[src/rtl/bram_arbiter.sv]
// Merges fetch (imem) and load/store (dmem) onto one BRAM port, one access in flight; request-to-ready 2 cycles from idle.
// No backpressure: one pending slot per master, a valid while that master is busy is dropped.
module bram_arbiter #(
  parameter bit RR_ENABLE = 1'b1
) (
  input  logic        clock,
  input  logic        reset,
  input  logic        imem_valid,
  input  logic [31:0] imem_addr,
  output logic [31:0] imem_rdata,
  output logic        imem_ready,
  input  logic        dmem_valid,
  input  logic [31:0] dmem_addr,
  input  logic [31:0] dmem_wdata,
  input  logic [3:0]  dmem_wstrb,
  output logic [31:0] dmem_rdata,
  output logic        dmem_ready,
  output logic        bram_valid,
  output logic        bram_instr,
  output logic [31:0] bram_addr,
  output logic [31:0] bram_wdata,
  output logic [3:0]  bram_wstrb,
  input  logic [31:0] bram_rdata,
  input  logic        bram_ready
);

  typedef enum logic [1:0] {IDLE, ISSUE, WAIT} state_t;
  typedef enum logic [1:0] {OWN_NONE, OWN_I, OWN_D} owner_t;

  state_t      state, state_nxt;
  owner_t      owner, owner_nxt;
  logic        issue;
  logic        last_d;

  logic        pend_i;
  logic [31:0] pend_i_addr;
  logic        pend_d;
  logic [31:0] pend_d_addr;
  logic [31:0] pend_d_wdata;
  logic [3:0]  pend_d_wstrb;

  logic        take_i, take_d;
  logic        req_i, req_d;
  logic        grant_i, grant_d;
  logic [31:0] sel_addr, sel_wdata;
  logic [3:0]  sel_wstrb;

  // Reset gates the ready pulses so an abandoned access never completes.
  assign imem_ready = !reset && bram_ready && (state == WAIT) && (owner == OWN_I);
  assign dmem_ready = !reset && bram_ready && (state == WAIT) && (owner == OWN_D);
  assign imem_rdata = bram_rdata;
  assign dmem_rdata = bram_rdata;

  // A master may re-request in its own completion cycle; otherwise a busy master's valid is ignored.
  assign take_i = imem_valid && !pend_i && !((owner == OWN_I) && !imem_ready);
  assign take_d = dmem_valid && !pend_d && !((owner == OWN_D) && !dmem_ready);

  // Incoming requests compete directly so an idle arbiter issues in the very next cycle.
  assign req_i   = pend_i || take_i;
  assign req_d   = pend_d || take_d;
  assign grant_d = req_d && (!req_i || !RR_ENABLE || !last_d);
  assign grant_i = req_i && !grant_d;

  assign sel_addr  = grant_d ? (pend_d ? pend_d_addr : dmem_addr)
                             : (pend_i ? pend_i_addr : imem_addr);
  assign sel_wdata = grant_d ? (pend_d ? pend_d_wdata : dmem_wdata) : 32'h0;
  assign sel_wstrb = grant_d ? (pend_d ? pend_d_wstrb : dmem_wstrb) : 4'h0;

  always_comb begin
    state_nxt = state;
    owner_nxt = owner;
    issue     = 1'b0;
    case (state)
      IDLE: begin
        if (req_i || req_d) begin
          issue     = 1'b1;
          state_nxt = ISSUE;
          owner_nxt = grant_d ? OWN_D : OWN_I;
        end
      end
      ISSUE: state_nxt = WAIT;
      WAIT: begin
        if (bram_ready) begin
          state_nxt = IDLE;
          owner_nxt = OWN_NONE;
        end
      end
      default: begin
        state_nxt = IDLE;
        owner_nxt = OWN_NONE;
      end
    endcase
  end

  always_ff @(posedge clock) begin
    if (reset) begin
      state        <= IDLE;
      owner        <= OWN_NONE;
      last_d       <= 1'b0;
      pend_i       <= 1'b0;
      pend_i_addr  <= 32'h0;
      pend_d       <= 1'b0;
      pend_d_addr  <= 32'h0;
      pend_d_wdata <= 32'h0;
      pend_d_wstrb <= 4'h0;
      bram_valid   <= 1'b0;
      bram_instr   <= 1'b0;
      bram_addr    <= 32'h0;
      bram_wdata   <= 32'h0;
      bram_wstrb   <= 4'h0;
    end else begin
      state      <= state_nxt;
      owner      <= owner_nxt;
      bram_valid <= issue;
      if (issue) begin
        bram_instr <= grant_i;
        bram_addr  <= sel_addr;
        bram_wdata <= sel_wdata;
        bram_wstrb <= sel_wstrb;
        last_d     <= grant_d;
      end

      // An incoming request that wins immediately bypasses its slot.
      if (take_i && !(issue && grant_i)) begin
        pend_i      <= 1'b1;
        pend_i_addr <= imem_addr;
      end else if (issue && grant_i) begin
        pend_i <= 1'b0;
      end

      if (take_d && !(issue && grant_d)) begin
        pend_d       <= 1'b1;
        pend_d_addr  <= dmem_addr;
        pend_d_wdata <= dmem_wdata;
        pend_d_wstrb <= dmem_wstrb;
      end else if (issue && grant_d) begin
        pend_d <= 1'b0;
      end
    end
  end

endmodule
[config.mk]
export PLATFORM = sky130hd
export DESIGN_NAME = bram_arbiter
export DESIGN_NICKNAME = d
export VERILOG_FILES = /design/src/rtl/bram_arbiter.sv
export SDC_FILE = /design/constraint.sdc
export NUM_CORES = 1
export LEC_CHECK = 0
export ABC_CLOCK_PERIOD_IN_PS = 4300
export BUFFER_PORTS_ARGS = -buffer_cell sky130_fd_sc_hd__buf_2
export CAP_MARGIN = 20
export CORE_ASPECT_RATIO = 1.1
export CORE_MARGIN = 2
export CORE_UTILIZATION = 55
export CTS_CLUSTER_DIAMETER = 50
export DETAILED_ROUTE_END_ITERATION = 7
export GPL_TIMING_DRIVEN = 0
export PLACE_DENSITY = 0.85
export SETUP_SLACK_MARGIN = 0.2
export SLEW_MARGIN = 15
export SYNTH_ARGS = -nofsm -noshare
export SYNTH_HDL_FRONTEND = slang
export SYNTH_SLANG_ARGS = --single-unit
[constraint.sdc]
create_clock -name clock -period 4.3 [get_ports clock]
set_input_delay 0.86 -clock clock [delete_from_list [all_inputs] [get_ports clock]]
set_output_delay 0.86 -clock clock [all_outputs]
set_load 0.005 [all_outputs]
**Word level (Yosys, flattened, before mapping)**

Index checks and enable logic that the tools add are counted.

- Register bits: 177
- Latch bits: 0
- Bits in writable memories: 0
- ROM bits: 0
- Output and inout port bits: 136
- Memories kept: 0

- Add/sub/neg operators: 0
- $mul: 0
- Divide/modulo/power cells: 0
- Magnitude comparators: 0
- Equal/unequal tests: 6
- Shifts and indexed selects: 0
- Mux-type cells: 19
- Bitwise gates (word level): 1
- Reductions and logical operators: 37

Operators by type and width:

| cell | count |
|---|---|
| $mux W32 | 5 |
| $logic_and A1 B1 Y1 | 16 |
| $logic_not A1 Y1 | 12 |
| $pmux W2 S3 | 2 |
| $mux W2 | 4 |
| $mux W4 | 2 |
| $mux W1 | 6 |
| $eq A2 B1 Y1 const B | 2 |
| $eq A2 B2 Y1 const B | 2 |
| $logic_or A1 B1 Y1 | 4 |
| $ne A2 B2 Y1 const B | 2 |
| $reduce_bool A2 Y1 | 2 |
| $reduce_and A3 Y1 | 1 |
| $logic_not A2 Y1 | 1 |
| $reduce_and A2 Y1 | 1 |
| $not A1 Y1 | 1 |

**Logic depth before layout (Yosys ltp)**

- Word-level depth: 18
- Mapped depth: 8
- Gate-level depth less buffers: 4

**Worst setup path after synthesis**

No wires, ideal clock.

- Path type: input to register
- From: input port reset
- To: register pend_d_addr[11]
- Library setup time: 0.072 ns
- Arrival time: 2.279 ns
- Data required time: 4.228 ns
- Path slack: 1.949 ns
- Stages: 8
- Buffers on the path: 4
- Path through: buf_2 -> nand4bb_4 -> a21oi_2 -> o311a_1 -> buf_4 -> buf_6 -> buf_8 -> mux2i_1

- Cells in the longest elaborated chain, start to end: 15

Ends and longest elaborated chain:

| what | RTL line | RTL |
|---|---|---|
| start: declaration | 7 | `input logic reset,` |
| $logic_not A1 Y1 | 49, 50 |  |
| $logic_and A1 B1 Y1 (2 in a row) | 49, 50 |  |
| $logic_and A1 B1 Y1, on equally long branches | 49, 50 |  |
| $logic_not A1 Y1, on equally long branches | 55, 56 |  |
| $logic_and A1 B1 Y1, on equally long branches | 55, 56 |  |
| $logic_not A1 Y1, on equally long branches | 55, 56 |  |
| $logic_and A1 B1 Y1, on equally long branches | 55, 56 |  |
| $logic_or A1 B1 Y1, on equally long branches | 59, 60 |  |
| $logic_or A1 B1 Y1 or $logic_not A1 Y1 (tied branches) | 75, 61 |  |
| $mux W1 or $logic_or A1 B1 Y1 (tied branches) | 75, 61 |  |
| $mux W1 or $logic_and A1 B1 Y1 (tied branches) | 73, 61 |  |
| $logic_and A1 B1 Y1 | 131 | `if (take_d && !(issue && grant_d)) begin` |
| $logic_not A1 Y1 | 131 |  |
| $logic_and A1 B1 Y1 | 131 |  |
| end signal: assignment | 133 | `pend_d_addr <= dmem_addr;` |
| end: declaration | 38 | `logic [31:0] pend_d_addr;` |

Parallel ways exist; a longest one is shown, timed or not.
A chain may end at the register's enable or synchronous reset.

**Worst setup path after layout**

- From: input port reset
- To: output port dmem_ready

- Cells in the longest elaborated chain, start to end: 4

Ends and longest elaborated chain:

| what | RTL line | RTL |
|---|---|---|
| $logic_not A1 Y1 | 50 | `assign dmem_ready = !reset && bram_ready && (state == WAIT) && (owner == OWN_D);` |
| $logic_and A1 B1 Y1 (3 in a row) | 50 |  |
| end: declaration | 17 | `output logic dmem_ready,` |

Every way passes these cells.

==> impl_metrics.csv <==
group,metric,value,unit
synth,synth_simple_gate_area_share,14.1,%
floorplanning,fp.dieH,138,um
critical_path,path_class,"input port to primary output",
critical_path,startpoint,"reset",
synth,synth_compound_area_share,15.1,%
power_and_ir_drop,switching_share,32.8,%
critical_path,crit_arrival,1680,ps
floorplanning,rows,48,
clock_tree,cts_tree,"built",
timing,fin_ws,1760,ps
synth,ys_ff_latch,177,
global_routing,grtUsageTotal,26.1,%
critical_path,startpoint_type,"input port",
critical_path,path_max_fanout,10,
timing,setup_viol,0,
placed_design,place_congestion,0.824,
layout,syn_to_final_growth,23.3,%
floorplanning,fp.dieW,125,um
synth,synthDistinctLibCells,41,
route,postRouteWirelength,23000,um
synth,synth.mux.area_fraction,19.0,%
timing,rsz0062_at_grt,"false",
synth,async_flop_share,0,%
critical_path,cp-end-kind,"primary output",
synth,netlist_instances,939,
synth,syn-cell-area,0.00892,mm^2
clock_tree,cts_buffers,17,
floorplanning,initial_utilization,56.5,%
power_and_ir_drop,p_leak,4.65,nW
floorplanning,num_io_pins,273,
global_routing,grt_max_degree,17,
timing,tns,0,ps
critical_path,worstPathRequired,3440,ps
power_and_ir_drop,clkPwrFrac,28.6,%
placed_design,pre_cts_slack,1520,ps
power_and_ir_drop,seqPwrFrac,38.4,%
placed_design,placed_cells,1378,
power_and_ir_drop,irDropWorstVdd,0.347,mV
synth,synthXorXnorAreaFrac,0,%
synth,synth_top_family_by_area,"multiplexers",
clock_tree,cts_hold_buf,0,
floorplanning,coreArea,0.0158,mm^2
power_and_ir_drop,p_comb_share,33.0,%
layout,drive_gt1_share,35.6,%
synth,synth_seq_area_share,39.7,%
layout,instances_no_fill,1411,
worst_hold_path,holdPathStages,2,
timing,finClkSkew,6.34,ps
power_and_ir_drop,switchingPower,1.88,mW
placed_design,dpl.hpwl,17000,um
clock_tree,ctsResizeCount,0,
timing,finalCritPeriodShare,59.0,%
global_routing,grt_pass1_vias,7258,
power_and_ir_drop,power_density,519,mW/mm^2
route,num_vias,7640,
timing,maxSlewHeadroom,45.5,%
clock_tree,cts_setup_buffers,0,
critical_path,regToRegSetupSlack,1960,ps
critical_path,rr_endpoint,"bram_wdata[22]$_SDFFE_PP0N_",
clock_tree,clk_pin_slew,70,ps
global_routing,antenna_found_initial,1,
synth,synth_edf_count,0,
flow_run,drv_cap,0,
global_routing,grt_pass1_wl,36300,um
timing,clock.fmax,394,MHz
clock_tree,cts_buffer_depth,2,
synth,avgSynthCellArea,9.50,um^2
clock_tree,worstSkewPairLatency,420,ps
synth,syn_nets,1076,
timing,final.min_clock_period,2540,ps
layout,fin_nets,1334,
synth,ys.flop_type,"dfxtp_1",
critical_path,endpoint,"dmem_ready",
global_routing,grt_overflow_total,0,
clock_tree,cts_htree_levels,4,
route,drc,0,
clock_tree,clock_sinks,177,
route,vias_per_cell,5.41,
route,firstDrtPassIters,5,
floorplanning,die_area,0.0173,mm^2
synth,ys_warn_count,0,
worst_hold_path,hold_path.class,"flop to flop",
timing,final_hold_viol_count,0,
power_and_ir_drop,internal_power,3.84,mW
timing,drv_slew,0,
critical_path,ff2ff_path_depth,6,
clock_tree,cts-root-buf,"clkbuf_16",
timing,worstMarginPinSlew,817,ps
route,routedWlPerCell,16.3,um
placed_design,portBuffers,239,
route,drtIter0Drc,345,
outcome,outcome,"completed",
synth,synth_fa_ha_area_share,0,%
critical_path,timing.rr.start,"pend_d$_SDFFE_PP0P_",
route,ant_nets,0,
layout make-up:
type / count / area, um^2
Clock inverter: 11 / 153
Buffer: 145 / 930
Multi-Input combinational cell: 576 / 4290
Tap cell: 200 / 250
Inverter: 41 / 154
Timing Repair Buffer: 239 / 1200
Sequential cell: 177 / 3540
Antenna cell: 1 / 2.50
Clock buffer: 21 / 480
Fill cell: 1272 / 4790
cell usage in the layout (no fill, tap or decap), drive strengths merged:
master / synthesis / routed
a21oi: 3 / 3
bufinv: 0 / 3
a211oi: 2 / 2
nand2b: 2 / 2
or3: 2 / 2
nand3: 2 / 2
clkinv: 0 / 4
o21ai: 3 / 3
nor2: 8 / 8
o32ai: 36 / 36
o21a: 2 / 2
inv: 41 / 42
clkinvlp: 0 / 3
clkbuf: 44 / 65
a2111oi: 32 / 32
or2: 2 / 2
nor3: 3 / 3
nor2b: 27 / 27
a21o: 3 / 3
mux2i: 169 / 169
diode: 0 / 1
a221oi: 32 / 32
and4bb: 1 / 1
and2: 5 / 5
dfxtp: 177 / 177
nand4bb: 1 / 1
nor3b: 2 / 2
nand2: 234 / 234
or4: 2 / 2
o311a: 2 / 2
buf: 101 / 340
o22ai: 1 / 1
critical path, stage by stage:
cell and delay (ps):
buf_2 190, nand4bb_4 310, nor2_1 180, buf_2 140
sequential cells by signal (all words and copies together) (netlist names):
register and cells:
pend_d_wstrb 4, bram_instr 1, owner 2, pend_i_addr 32
bram_valid 1, pend_d_addr 32, state 2, bram_wstrb 4
pend_d 1, pend_i 1, pend_d_wdata 32, last_d 1
bram_addr 32, bram_wdata 32
power groups by stage:
stage          Combinational, mW  Sequential (mW)  Clock, mW
6_report                    1.89             2.19       1.63
5_1_grt                     2.05             2.23       1.72
4_1_cts                     1.90             2.19       1.65
3_5_place_dp                1.89             2.22          0
3_3_place_gp                1.84             2.21          0
2_1_floorplan               1.28             2.20          0
synth_stat cells, types with 8 or more instances:
master	count	area (um^2)
clkbuf_1	42	158
mux2i_1	169	1690
nand2_1	234	878
dfxtp_1	177	3540
inv_1	40	150
buf_2	15	75.1
a2111oi_2	20	300
o32ai_2	29	472
buf_4	77	578
a221oi_1	32	280
nor2b_1	27	169
nor2_1	8	30.0
routing by layer:
metal | vias up | share of wire, % | track usage, %
met5 | - | 0 | 0
met3 | 35 | 6.2 | 5.28
li1 | 3714 | - | -
met2 | 256 | 50 | 45.9
met4 | 0 | 2.1 | 8.83
met1 | 3635 | 41 | 32.1
cell families (layout without fill, tap and decap cells):
family	Yosys count	count (layout)
AOI/OAI and AO/OA	116	116
buffers and inverters	186	457
DFF	177	177
muxes	169	169
other	0	1
and+or+nand+nor	291	291
metrics by stage:
step	total power, mW	cell area [um^2]	util, %	hold WS (ps)
detailed placement	4.11	10400	65.6	448
global route	6.00	11000	69.7	470
floorplan	3.48	8920	-	430
CTS	5.74	11000	69.6	458
finish	5.71	11000	69.7	456
global placement	4.05	10400	65.6	437
worst min path at each step:
| stage | start | endpoint | slack [ps] |
|---|---|---|---|
| finish | pend_i_addr[28]$_SDFFE_PP0P_ | pend_i_addr[28]$_SDFFE_PP0P_ | 460 |
| global route | pend_i_addr[27]$_SDFFE_PP0P_ | pend_i_addr[27]$_SDFFE_PP0P_ | 470 |
| CTS | pend_d_wdata[8]$_SDFFE_PP0P_ | pend_d_wdata[8]$_SDFFE_PP0P_ | 460 |
| detailed placement | pend_d_wdata[8]$_SDFFE_PP0P_ | pend_d_wdata[8]$_SDFFE_PP0P_ | 450 |
| global placement | pend_d_addr[26]$_SDFFE_PP0P_ | pend_d_addr[26]$_SDFFE_PP0P_ | 440 |
| floorplan | pend_d_addr[26]$_SDFFE_PP0P_ | pend_d_addr[26]$_SDFFE_PP0P_ | 430 |
Note: power is estimated with default switching activity, not from simulation.
